### src/rtl/fifo_consumer.sv
// fifo_consumer: read-side client of a single-clock FIFO.
// Pulls one word at a time through read/empty/fifo_dout, presents it on a
// valid/ready handshake downstream, keeps a running word count and modular
// sum of delivered words, and inserts GAP idle cycles after every transfer.
//
// Handshake: a downstream transfer happens at a rising edge where
// data_valid && data_ready are both high; data_valid never drops and
// data_out never changes while a word is waiting, and data_ready seen while
// data_valid is low has no effect.
module fifo_consumer #(
    parameter int K   = 8,
    parameter int GAP = 2,
    parameter int CW  = 16
) (
    input  logic            clk,
    input  logic            rst,
    input  logic            enable,
    input  logic            empty,
    input  logic [K-1:0]    fifo_dout,
    output logic            read,
    output logic [K-1:0]    data_out,
    output logic            data_valid,
    input  logic            data_ready,
    output logic [CW-1:0]   count,
    output logic [K+CW-1:0] sum,
    output logic            busy,
    output logic [2:0]      dbg_state
);

    // State encoding kept as plain constants so older tools and checkers
    // can compare against fixed codes.
    localparam logic [2:0] S_IDLE = 3'd0;
    localparam logic [2:0] S_REQ  = 3'd1;
    localparam logic [2:0] S_LOAD = 3'd2;
    localparam logic [2:0] S_HOLD = 3'd3;
    localparam logic [2:0] S_GAP  = 3'd4;

    // Gap counter only needs to hold GAP-1; keep at least one bit so the
    // GAP==0 build still has a legal (unused) register.
    localparam int GW = (GAP > 1) ? $clog2(GAP) : 1;
    localparam logic [GW-1:0] GAP_LOAD = (GAP > 0) ? GW'(GAP - 1) : '0;

    logic [2:0]      state_q, state_d;
    logic [K-1:0]    data_out_q, data_out_d;
    logic            data_valid_q, data_valid_d;
    logic [CW-1:0]   count_q, count_d;
    logic [K+CW-1:0] sum_q, sum_d;
    logic [GW-1:0]   gap_q, gap_d;

    logic            xfer;

    // A word leaves only from HOLD, where data_valid is guaranteed high.
    assign xfer = data_valid_q && data_ready;

    // Next-state and datapath decisions for the read/hold/throttle sequence.
    always_comb begin
        state_d      = state_q;
        data_out_d   = data_out_q;
        data_valid_d = data_valid_q;
        count_d      = count_q;
        sum_d        = sum_q;
        gap_d        = gap_q;

        case (state_q)
            S_IDLE: begin
                // enable is only consulted here, so dropping it mid-word
                // lets the in-flight word finish.
                if (enable && !empty) begin
                    state_d = S_REQ;
                end
            end

            S_REQ: begin
                // Single-cycle read strobe; we are the only reader, so
                // empty cannot rise between the IDLE decision and here.
                state_d = S_LOAD;
            end

            S_LOAD: begin
                // FIFO output register now holds the requested word.
                data_out_d   = fifo_dout;
                data_valid_d = 1'b1;
                state_d      = S_HOLD;
            end

            S_HOLD: begin
                if (xfer) begin
                    data_valid_d = 1'b0;
                    count_d      = count_q + 1'b1;
                    sum_d        = sum_q + {{CW{1'b0}}, data_out_q};
                    if (GAP == 0) begin
                        state_d = S_IDLE;
                    end else begin
                        gap_d   = GAP_LOAD;
                        state_d = S_GAP;
                    end
                end
            end

            S_GAP: begin
                // Counter starts at GAP-1, so exactly GAP cycles are
                // spent here before returning to IDLE.
                if (gap_q == '0) begin
                    state_d = S_IDLE;
                end else begin
                    gap_d = gap_q - 1'b1;
                end
            end

            default: begin
                state_d      = S_IDLE;
                data_valid_d = 1'b0;
            end
        endcase
    end

    // State and datapath registers with synchronous active-low reset.
    always_ff @(posedge clk) begin
        if (!rst) begin
            state_q      <= S_IDLE;
            data_out_q   <= '0;
            data_valid_q <= 1'b0;
            count_q      <= '0;
            sum_q        <= '0;
            gap_q        <= '0;
        end else begin
            state_q      <= state_d;
            data_out_q   <= data_out_d;
            data_valid_q <= data_valid_d;
            count_q      <= count_d;
            sum_q        <= sum_d;
            gap_q        <= gap_d;
        end
    end

    // Read is gated by rst so the FIFO never sees a strobe while both
    // blocks are being reset, even if we were in REQ at the time.
    assign read       = (state_q == S_REQ) && rst;
    assign data_out   = data_out_q;
    assign data_valid = data_valid_q;
    assign count      = count_q;
    assign sum        = sum_q;
    assign busy       = (state_q != S_IDLE);
    assign dbg_state  = state_q;

endmodule

### config.mk
export PLATFORM = sky130hd
export DESIGN_NAME = fifo_consumer
export DESIGN_NICKNAME = d
export VERILOG_FILES = /design/src/rtl/fifo_consumer.sv
export SDC_FILE = /design/constraint.sdc
export NUM_CORES = 1
export LEC_CHECK = 0
export ABC_AREA = 1
export BUFFER_PORTS_ARGS = -buffer_cell sky130_fd_sc_hd__clkbuf_2
export CORE_MARGIN = 2
export CORE_UTILIZATION = 25
export CTS_CLUSTER_SIZE = 20
export DETAILED_ROUTE_END_ITERATION = 10
export GPL_TIMING_DRIVEN = 0
export PLACE_DENSITY = 0.39
export SYNTH_ARGS = -nofsm -noshare
export SYNTH_HDL_FRONTEND = slang
export SYNTH_SLANG_ARGS = --single-unit
### constraint.sdc
create_clock -name clk -period 2.6 [get_ports clk]
set_clock_uncertainty 0.15 [all_clocks]
set_input_delay 0.13 -clock clk [delete_from_list [all_inputs] [get_ports clk]]
set_output_delay 0.13 -clock clk [all_outputs]
set_load 0.005 [all_outputs]
==> results of run 1 <==
worst max path at each step:
stage	start	end	slack, ns
3_5_place_dp	data_out[0]	sum[22]	0.45
5_1_grt	data_out[0]	sum[22]	0.23
3_3_place_gp	data_out[0]	sum[22]	0.45
4_1_cts	data_out[0]	sum[22]	0.43
6_report	data_out[0]	sum[22]	0.46
2_1_floorplan	data_out[0]	sum[22]	0.75
flip-flops by register name (all words and copies together) (netlist names):
register / cells
gap_q: 1
data_valid: 1
sum: 24
dbg_state: 3
data_out: 8
count: 16
cells in the mapped netlist (all sizes together):
cell type  count
fa             1
clkbuf         4
o21ai         22
a31oi          2
xnor2          4
or2            1
a21oi         28
a21boi         1
xor2           3
o21bai         1
nor2          85
dfxtp         53
buf            8
ha             9
clkinv         1
o211ai         3
o21a           1
nand3         38
nand2        124
inv           63
a21o           1
nor3           5
a211oi         1
nand4          8
routing by layer:
| metal | part of all wire (%) | vias up | wire [um] |
|---|---|---|---|
| met5 | 0 | - | 0 |
| met3 | 3.1 | 13 | 275 |
| met2 | 46 | 47 | 4122 |
| met4 | 1.7 | 0 | 150 |
| li1 | - | 1638 | - |
| met1 | 49 | 1390 | 4346 |
layout by cell type, fill, tap and decap left out, types with 3 or more instances in the layout:
master,synthesis,routed
ha_1,9,9
nor2_1,83,83
dlygate4sd3_1,0,8
buf_4,3,3
nand4_1,8,8
nand3_2,3,3
clkbuf_1,4,4
nor3_1,3,3
clkbuf_2,0,65
o211ai_1,3,3
xnor2_1,4,4
dfxtp_1,53,53
a21oi_1,28,28
nand3_1,35,35
xor2_1,3,3
inv_1,63,63
o21ai_0,22,22
nand2_1,122,122
clkbuf_16,0,5
through the flow:
step / cell area (um2) / hold WS [ns] / std cells / utilization [%] / power (mW)
final: 3745 / 0.01159 / 691 / 32.38 / 1.928
after global routing: 3745 / 0.02806 / 691 / 32.38 / 2.021
after CTS: 3745 / 0.007963 / 691 / 32.38 / 1.957
after detailed placement: 3496 / 0.2482 / 675 / 30.23 / 1.140
after global placement: 3496 / 0.2361 / 675 / 30.23 / 1.141
after floorplan: 2992 / 0.1467 / 467 / - / 1.042
cell type report:
class                           count  share of cell area [%]
Timing Repair Buffer               73                   10.83
Inverter                           64                   6.415
Tap cell                          143                   4.778
Clock buffer                        5                   3.341
Multi-Input combinational cell    338                   43.20
Sequential cell                    53                   28.33
Buffer                             12                   1.938
Clock inverter                      3                   1.169
cells by family (layout without fill, tap and decap cells):
family | count (synthesis) | count (layout) | share of synthesized area, %
DFF | 53 | 53 | 35.47
buffers and inverters | 76 | 157 | 10.46
AOI/OAI and AO/OA | 60 | 60 | 10.96
xor gates and xnor gates | 7 | 7 | 2.049
and+or+nand+nor | 261 | 261 | 36.64
adders and majority gates | 10 | 10 | 4.433
power groups by stage:
stage	logic, mW	clock network, mW	registers (mW)
floorplan	0.145	0	0.897
global placement	0.235	0	0.906
detailed placement	0.234	0	0.907
CTS	0.245	0.824	0.888
global route	0.279	0.850	0.892
finish	0.242	0.799	0.887
tightest hold or removal path: stages:
cell     delay [ns]
buf_2          0.16
o21ai_0        0.08
a21oi_1        0.04
what timing repair did:
action / 4_1_cts / 5_1_grt
setup endpoints to repair: 0 / 0
hold buffers: 8 / 0
endpoints found under the hold margin: 8 / 0
setup buffers: 0 / 0
==> flow_metrics.tcl, run 1 <==
set metrics [dict create \
    n_antenna_cell 0 \
    hp-class "primary input to register" \
    gr-usage-met2_pct 23.75 \
    worst-endpoint-required_ns 2.65 \
    vdd_drop_max_uv 274.4 \
    cts_buffer_depth 2 \
    syn_inst 467 \
    cts-root-buf "clkbuf_16" \
    syn_area_mm2 0.002992 \
    worstPathArrival_ns 2.19 \
    p_leak_nw 1.769 \
    gp_congestion 0.7824 \
    worst-path-max-fanout 5 \
    drc 0 \
    fin_nets 570 \
    tns_ns 0 \
    ff2ff_path_depth 12 \
    grt_pass1_vias 2957 \
    synth_nets 490 \
    synth_top_area_cell "dfxtp_1" \
    wl_per_cell_um 12.87 \
    die_h_um 113.4 \
    grt_max_degree 18 \
    drive_gt1_share_pct 16.24 \
    wirelength_um 8894 \
    cts_tree "yes" \
    p_clk_share_pct 41.4 \
    period_share_pct 82.12 \
    synthDistinctLibCells 32 \
    ctsResizeCount 0 \
    status "finished clean" \
    switching_share_pct 27.11 \
    via_per_inst 4.469 \
    power_density_mw_per_mm2 514.8 \
    coreArea_mm2 0.01156 \
    max-cap-violations 0 \
    num-fill-cells 1315 \
    grt_setup_unrepaired "false" \
    rrSetupSlack_ns 0.46 \
    critical_path.cell_chain "ha_1, fa_1, nand2_1, nand2_1, nand3_1, nand2_1, nand2_1, nand2_1, nand2_1, nand2_1, nand2_1, nor2_1" \
    power_frac_comb_pct 12.5 \
    synthTopCellsByArea "dfxtp_1, nand2_1, nor2_1, inv_1, nand3_1" \
    grt_use_total_pct 14.11 \
    worst_pin_slew_ns 0.5575 \
    htreeDepth 2 \
    die_x_um 113.4 \
    synth-seq-area-share_pct 35.47 \
    clkSinkCount 53 \
    use_met1_pct 18.16 \
    cp_top_family "simple AND/OR/NAND/NOR gates" \
    critical_path_class "register to register" \
    firstDrtPassIters 5 \
    grt_pass1_wl_um 14430 \
    drv_slew 0 \
    ant_nets 0 \
    r2r_start "data_out[0]" \
    cp_num_cells 12 \
    hold_path_depth 3 \
    dp_hpwl_um 6802 \
    busiest_layer "met2" \
    syn2layout_area_growth_pct 25.18 \
    min_to "count[5]" \
    end_kind "register" \
    io_buffer_count 65 \
    crit_slowest_cell "fa_1" \
    worst_slack_ns 0.4649 \
    p_int_mw 1.405 \
    regArea_mm2 0.001061 \
    timing.final.crit_period_ns 2.135 \
    worstSkewPairLatency_ns 0.30 \
    crit_buf_inv 0 \
    slew_headroom_pct 62.83 \
    fp-row-count 39 \
    p_sw_mw 0.5226 \
    syn_area_per_cell_um2 6.406 \
    multi_input_area_mm2 0.001618 \
    seqPwrFrac_pct 46.0 \
    overflow 0 \
    rr_endpoint "sum[22]" \
    cpMostUsedCell "nand2_1" \
    dr.first_iter.drc_count 119 \
    use_met3_pct 2.869 \
    initial_core_util_pct 25.87 \
    fmax_mhz 468.4 \
    max_stage_delay_ns 0.42 \
    setup_viol 0 \
    cts_inserted_buffers 5 \
    hp-start "rst" \
    antenna_found_initial 0 \
    dieArea_mm2 0.01286 \
    yosys_register_bits 53 \
    synth_top_area_share_pct 35.47 \
    clk_pin_slew_ns 0.08 \
    synth_warnings 0 \
    hold_viol 0 \
    post-place-ws_ns 0.4465 \
    startpoint_type "register" \
    via_count 3088 \
    io_pins 67 \
]
(Power assumes the default switching activity.)
==> run 2, diff against run 1 <==
clock period = 2.2 ns   (was 2.6 ns; I/O delays follow)
==> flow_metrics.tcl, run 2 (synthesis results as in run 1) <==
set metrics [dict create \
    vdd_drop_max_uv 324.5 \
    switching_share_pct 27.20 \
    drc 0 \
    p_leak_nw 1.770 \
    utilization_pct 32.55 \
    via_count 3089 \
    clk_pin_slew_ns 0.08 \
    io_pins 67 \
    mostFrequentLayoutCell "nand2_1" \
    htreeDepth 2 \
    fin_nets 571 \
    slew_headroom_pct 62.47 \
    cpMostUsedCell "nand2_1" \
    post-place-ws_ns 0.04655 \
    firstDrtPassIters 6 \
    syn2layout_area_growth_pct 25.85 \
    startpoint_type "register" \
    worstSkewPairLatency_ns 0.30 \
    grt_pass1_vias 2963 \
    clkSinkCount 53 \
    overflow 0 \
    timing.final.crit_period_ns 2.017 \
    cts_buffer_depth 2 \
    ant_nets 0 \
    fmax_mhz 495.7 \
    fp-row-count 39 \
    max-cap-violations 0 \
    drive_gt1_share_pct 16.76 \
    worst-endpoint-required_ns 2.22 \
    crit_slowest_cell "fa_1" \
    cts-root-buf "clkbuf_16" \
    initial_core_util_pct 25.87 \
    die_x_um 113.4 \
    wirelength_um 8971 \
    worst-path-max-fanout 8 \
    status "finished clean" \
    period_share_pct 91.70 \
    n_antenna_cell 0 \
    final_cell_mix "nand2_1, nor2_1, clkbuf_2" \
    grt_max_degree 18 \
    via_per_inst 4.464 \
    hp-class "primary input to register" \
    p_int_mw 1.662 \
    hold_viol 0 \
    p_sw_mw 0.6209 \
    grt_setup_unrepaired "false" \
    p_clk_share_pct 41.4 \
    cts_setup_buffers 0 \
    cts_inserted_buffers 5 \
    tns_ns 0 \
    setup_viol 0 \
    dieArea_mm2 0.01286 \
    antenna_found_initial 0 \
    grt_use_total_pct 14.20 \
    seqPwrFrac_pct 45.9 \
    worst_slack_ns 0.1826 \
    critical_path_class "register to register" \
    largest_register_ffs 24 \
    grt_pass1_wl_um 14520 \
    cts_tree "yes" \
    dp_hpwl_um 6802 \
    io_buffer_count 65 \
    wl_per_cell_um 12.96 \
    worst_pin_slew_ns 0.5630 \
    worstPathArrival_ns 2.04 \
    critical_path.cell_chain "ha_2, fa_1, nand2_1, nand2_1, nand4_1, nand2_1, nand3_1, nand2_1, nand2_1, nor2_1" \
    power_density_mw_per_mm2 606.4 \
    coreArea_mm2 0.01156 \
    gp_congestion 0.7824 \
    end_kind "register" \
    max_stage_delay_ns 0.40 \
    dr.first_iter.drc_count 95 \
    die_h_um 113.4 \
    drv_slew 0 \
    power_frac_comb_pct 12.6 \
]
==> run 2: power groups by stage <==
stage | registers [mW] | logic (mW) | clock network (mW)
2_1_floorplan | 1.06 | 0.171 | 0
3_3_place_gp | 1.07 | 0.278 | 0
3_5_place_dp | 1.07 | 0.276 | 0
4_1_cts | 1.05 | 0.291 | 0.974
6_report | 1.05 | 0.289 | 0.946
5_1_grt | 1.05 | 0.332 | 1.00
==> run 2: through the flow <==
| stage | instances | total power, mW | instance area, um2 | hold WS [ns] |
|---|---|---|---|---|
| after floorplan | 467 | 1.231 | 2992 | 0.1267 |
| after global placement | 675 | 1.349 | 3496 | 0.2161 |
| after detailed placement | 675 | 1.348 | 3496 | 0.2282 |
| after CTS | 692 | 2.314 | 3755 | 0.03104 |
| after global routing | 692 | 2.391 | 3765 | 0.06864 |
| final | 692 | 2.283 | 3765 | 0.04102 |
==> run 2: worst max-delay path, delay by kind of cell (launching register included) <==
family	cells	cell delay [ns]
simple gates	8	0.77
flops	1	0.34
fa+ha+maj	2	0.62
==> run 2: timing repair <==
action	4_1_cts	5_1_grt
hold buffers	9	0
setup endpoints to repair	0	6
endpoints found under the hold margin	13	0
gates resized for setup	0	3
==> run 2: area by class of cell <==
type	instances	area, um2
Multi-Input combinational cell	338	1628
Fill cell	1313	7800
Timing Repair Buffer	74	415.4
Buffer	12	72.57
Inverter	64	240.2
Tap cell	143	178.9
Clock buffer	5	125.1
Sequential cell	53	1061
Clock inverter	3	43.79
==> run 2: metal layers <==
| layer | routed length [um] | vias up | share of wire (%) | GRT usage, % |
|---|---|---|---|---|
| met5 | 0 | - | 0 | 0 |
| met4 | 127 | 0 | 1.4 | 4.553 |
| met3 | 284 | 11 | 3.2 | 2.869 |
| met2 | 4171 | 54 | 46 | 23.91 |
| met1 | 4388 | 1383 | 49 | 18.29 |
| li1 | - | 1641 | - | - |
==> run 2: path summary, 6_finish.rpt <==
kind          startpoint      endpoint  slack [ns]  cells past startpoint
max          data_out[0]       sum[12]        0.18                     10
min                empty  dbg_state[0]        0.04                      4
max reg2reg  data_out[0]       sum[12]        0.18                     10
min reg2reg        gap_q         gap_q        0.32                      2
==> run 3, diff against run 2 <==
--- a/config.mk
+++ b/config.mk
@@ -13,5 +13,5 @@
 export DETAILED_ROUTE_END_ITERATION = 10
 export GPL_TIMING_DRIVEN = 0
-export PLACE_DENSITY = 0.39
+export PLACE_DENSITY = 0.42
 export SYNTH_ARGS = -nofsm -noshare
 export SYNTH_HDL_FRONTEND = slang
==> constraint.sdc (replaced) <==
create_clock -name clk -period 2.2 [get_ports clk]
set_clock_uncertainty 0.15 [all_clocks]
set_input_delay 0.11 -clock clk [delete_from_list [all_inputs] [get_ports clk]]
set_output_delay 0.11 -clock clk [all_outputs]
set_load 0.05 [all_outputs]
==> flow_metrics.tcl, run 3 (synthesis results as in run 1) <==
set metrics [dict create \
    dr.first_iter.drc_count 126 \
    drc 0 \
    via_per_inst 4.444 \
    max-cap-violations 0 \
    hold_viol 0 \
    clkSinkCount 53 \
    power_density_mw_per_mm2 646.1 \
    firstDrtPassIters 4 \
    grt_use_total_pct 13.91 \
    grt_max_degree 18 \
    syn2layout_area_growth_pct 25.76 \
    cts_inserted_buffers 5 \
    min_to "dbg_state[0]" \
    antenna_found_initial 0 \
    grt_setup_unrepaired "false" \
    rrSetupSlack_ns 0.24 \
    end_kind "register" \
    p_leak_nw 1.768 \
    hp-start "empty" \
    fmax_mhz 509.6 \
    cts_setup_buffers 0 \
    crit_slowest_cell "fa_2" \
    mostFrequentLayoutCell "nand2_1" \
    clk_pin_slew_ns 0.08 \
    crit_buf_inv 0 \
    n_antenna_cell 0 \
    worstSkewPairLatency_ns 0.30 \
    startpoint_type "register" \
    largest_register_ffs 24 \
    ant_nets 0 \
    dp_hpwl_um 6722 \
    hp-class "primary input to register" \
    io_pins 67 \
    die_h_um 113.4 \
    cts_tree "yes" \
    r2r_start "data_out[0]" \
    critical_path_class "register to register" \
    tns_ns 0 \
    htreeDepth 2 \
    worst-path-max-fanout 5 \
    setup_viol 0 \
    fp-row-count 39 \
    hold_path_depth 4 \
    gp_congestion 0.8099 \
    fin_nets 571 \
    cts_buffer_depth 2 \
    rr_endpoint "sum[22]" \
    grt_pass1_wl_um 14350 \
    worst-endpoint-required_ns 2.25 \
    critical_path.cell_chain "ha_2, fa_2, nand2_1, nand2_1, nand3_1, nand2_1, nand2_1, nand2_2, nand2_1, nand2_1, nand2_1, nor2_1" \
    drive_gt1_share_pct 16.76 \
    timing.final.crit_period_ns 1.962 \
    io_buffer_count 65 \
    max_stage_delay_ns 0.35 \
    cts-root-buf "clkbuf_16" \
    dieArea_mm2 0.01286 \
    die_x_um 113.4 \
    cpMostUsedCell "nand2_1" \
    initial_core_util_pct 25.87 \
    wirelength_um 8645 \
    status "finished clean" \
    cp_num_cells 12 \
    drv_slew 0 \
    via_count 3075 \
    overflow 0 \
    ff2ff_path_depth 12 \
    worstPathArrival_ns 2.01 \
    final_cell_mix "nand2_1, nor2_1, clkbuf_2" \
    slew_headroom_pct 61.98 \
    wl_per_cell_um 12.49 \
    period_share_pct 89.19 \
    vdd_drop_max_uv 334.0 \
    grt_pass1_vias 2950 \
    cp_top_family "simple AND/OR/NAND/NOR gates" \
    coreArea_mm2 0.01156 \
    worst_pin_slew_ns 0.5704 \
    finalPower_mw 2.431 \
    hold-worst-slack_ns 0.05569 \
]
[run 3: cell types whose count changed in the layout (fill, tap and decap cells not counted)]
cell,change
nand3_1,+1
nand3_2,-1
fa_2,+1
fa_1,-1
[run 3: repair_timing]
action	in CTS	in global routing
resized for setup	0	3
endpoints found under the setup margin	0	7
hold endpoints to repair	13	0
hold buffers	9	0
[run 3: per-stage QoR]
stage	util [%]	setup WS, ns	std cells	area [um2]
floorplan	-	0.1035	467	2992
global placement	30.23	0.05867	675	3496
detailed placement	30.23	0.04732	675	3496
CTS	32.47	0.02831	692	3755
global route	32.53	0.02069	692	3762
finish	32.53	0.2378	692	3762
[run 3: layer usage]
layer	wire length (um)	share of wire [%]	global-route usage, %	up-vias
li1	-	-	-	1641
met1	4201	49	17.96	1376
met2	4037	47	23.91	50
met3	298	3.4	2.550	8
met4	107	1.2	3.740	0
met5	0	0	0	-
[run 3: worst max path at each step]
stage                start      end  slack (ns)
3_5_place_dp   data_out[0]  sum[22]        0.05
5_1_grt        data_out[0]  sum[22]        0.02
4_1_cts        data_out[0]  sum[22]        0.03
3_3_place_gp   data_out[0]  sum[22]        0.06
6_report       data_out[0]  sum[22]        0.24
2_1_floorplan  data_out[0]  sum[22]        0.10
[run 3: power breakdown]
part / leakage (nW) / switching, mW / internal, mW
logic: 1.26 / 0.326 / 0.123
clock network: 0.0842 / 0.396 / 0.541
registers: 0.428 / 0.0474 / 0.999
[run 3: final cells by class]
| cell class | instances | area [um2] |
|---|---|---|
| well taps | 143 | 178.9 |
| clock buffers | 5 | 125.1 |
| inverters | 64 | 240.2 |
| fillers | 1275 | 7802 |
| flip-flops and latches | 53 | 1061 |
| plain buffers | 12 | 72.57 |
| multi-input cells | 338 | 1625 |
| clock inverters | 3 | 43.79 |
| repair buffers | 74 | 415.4 |
[run 3: worst reg2reg max path, cell delays in order (launching register included)]
cell and delay [ns]:
dfxtp_1 0.33, ha_2 0.23, fa_2 0.36, nand2_1 0.08
nand2_1 0.10, nand3_1 0.10, nand2_1 0.09, nand2_1 0.08
nand2_2 0.10, nand2_1 0.10, nand2_1 0.05, nand2_1 0.05
nor2_1 0.04
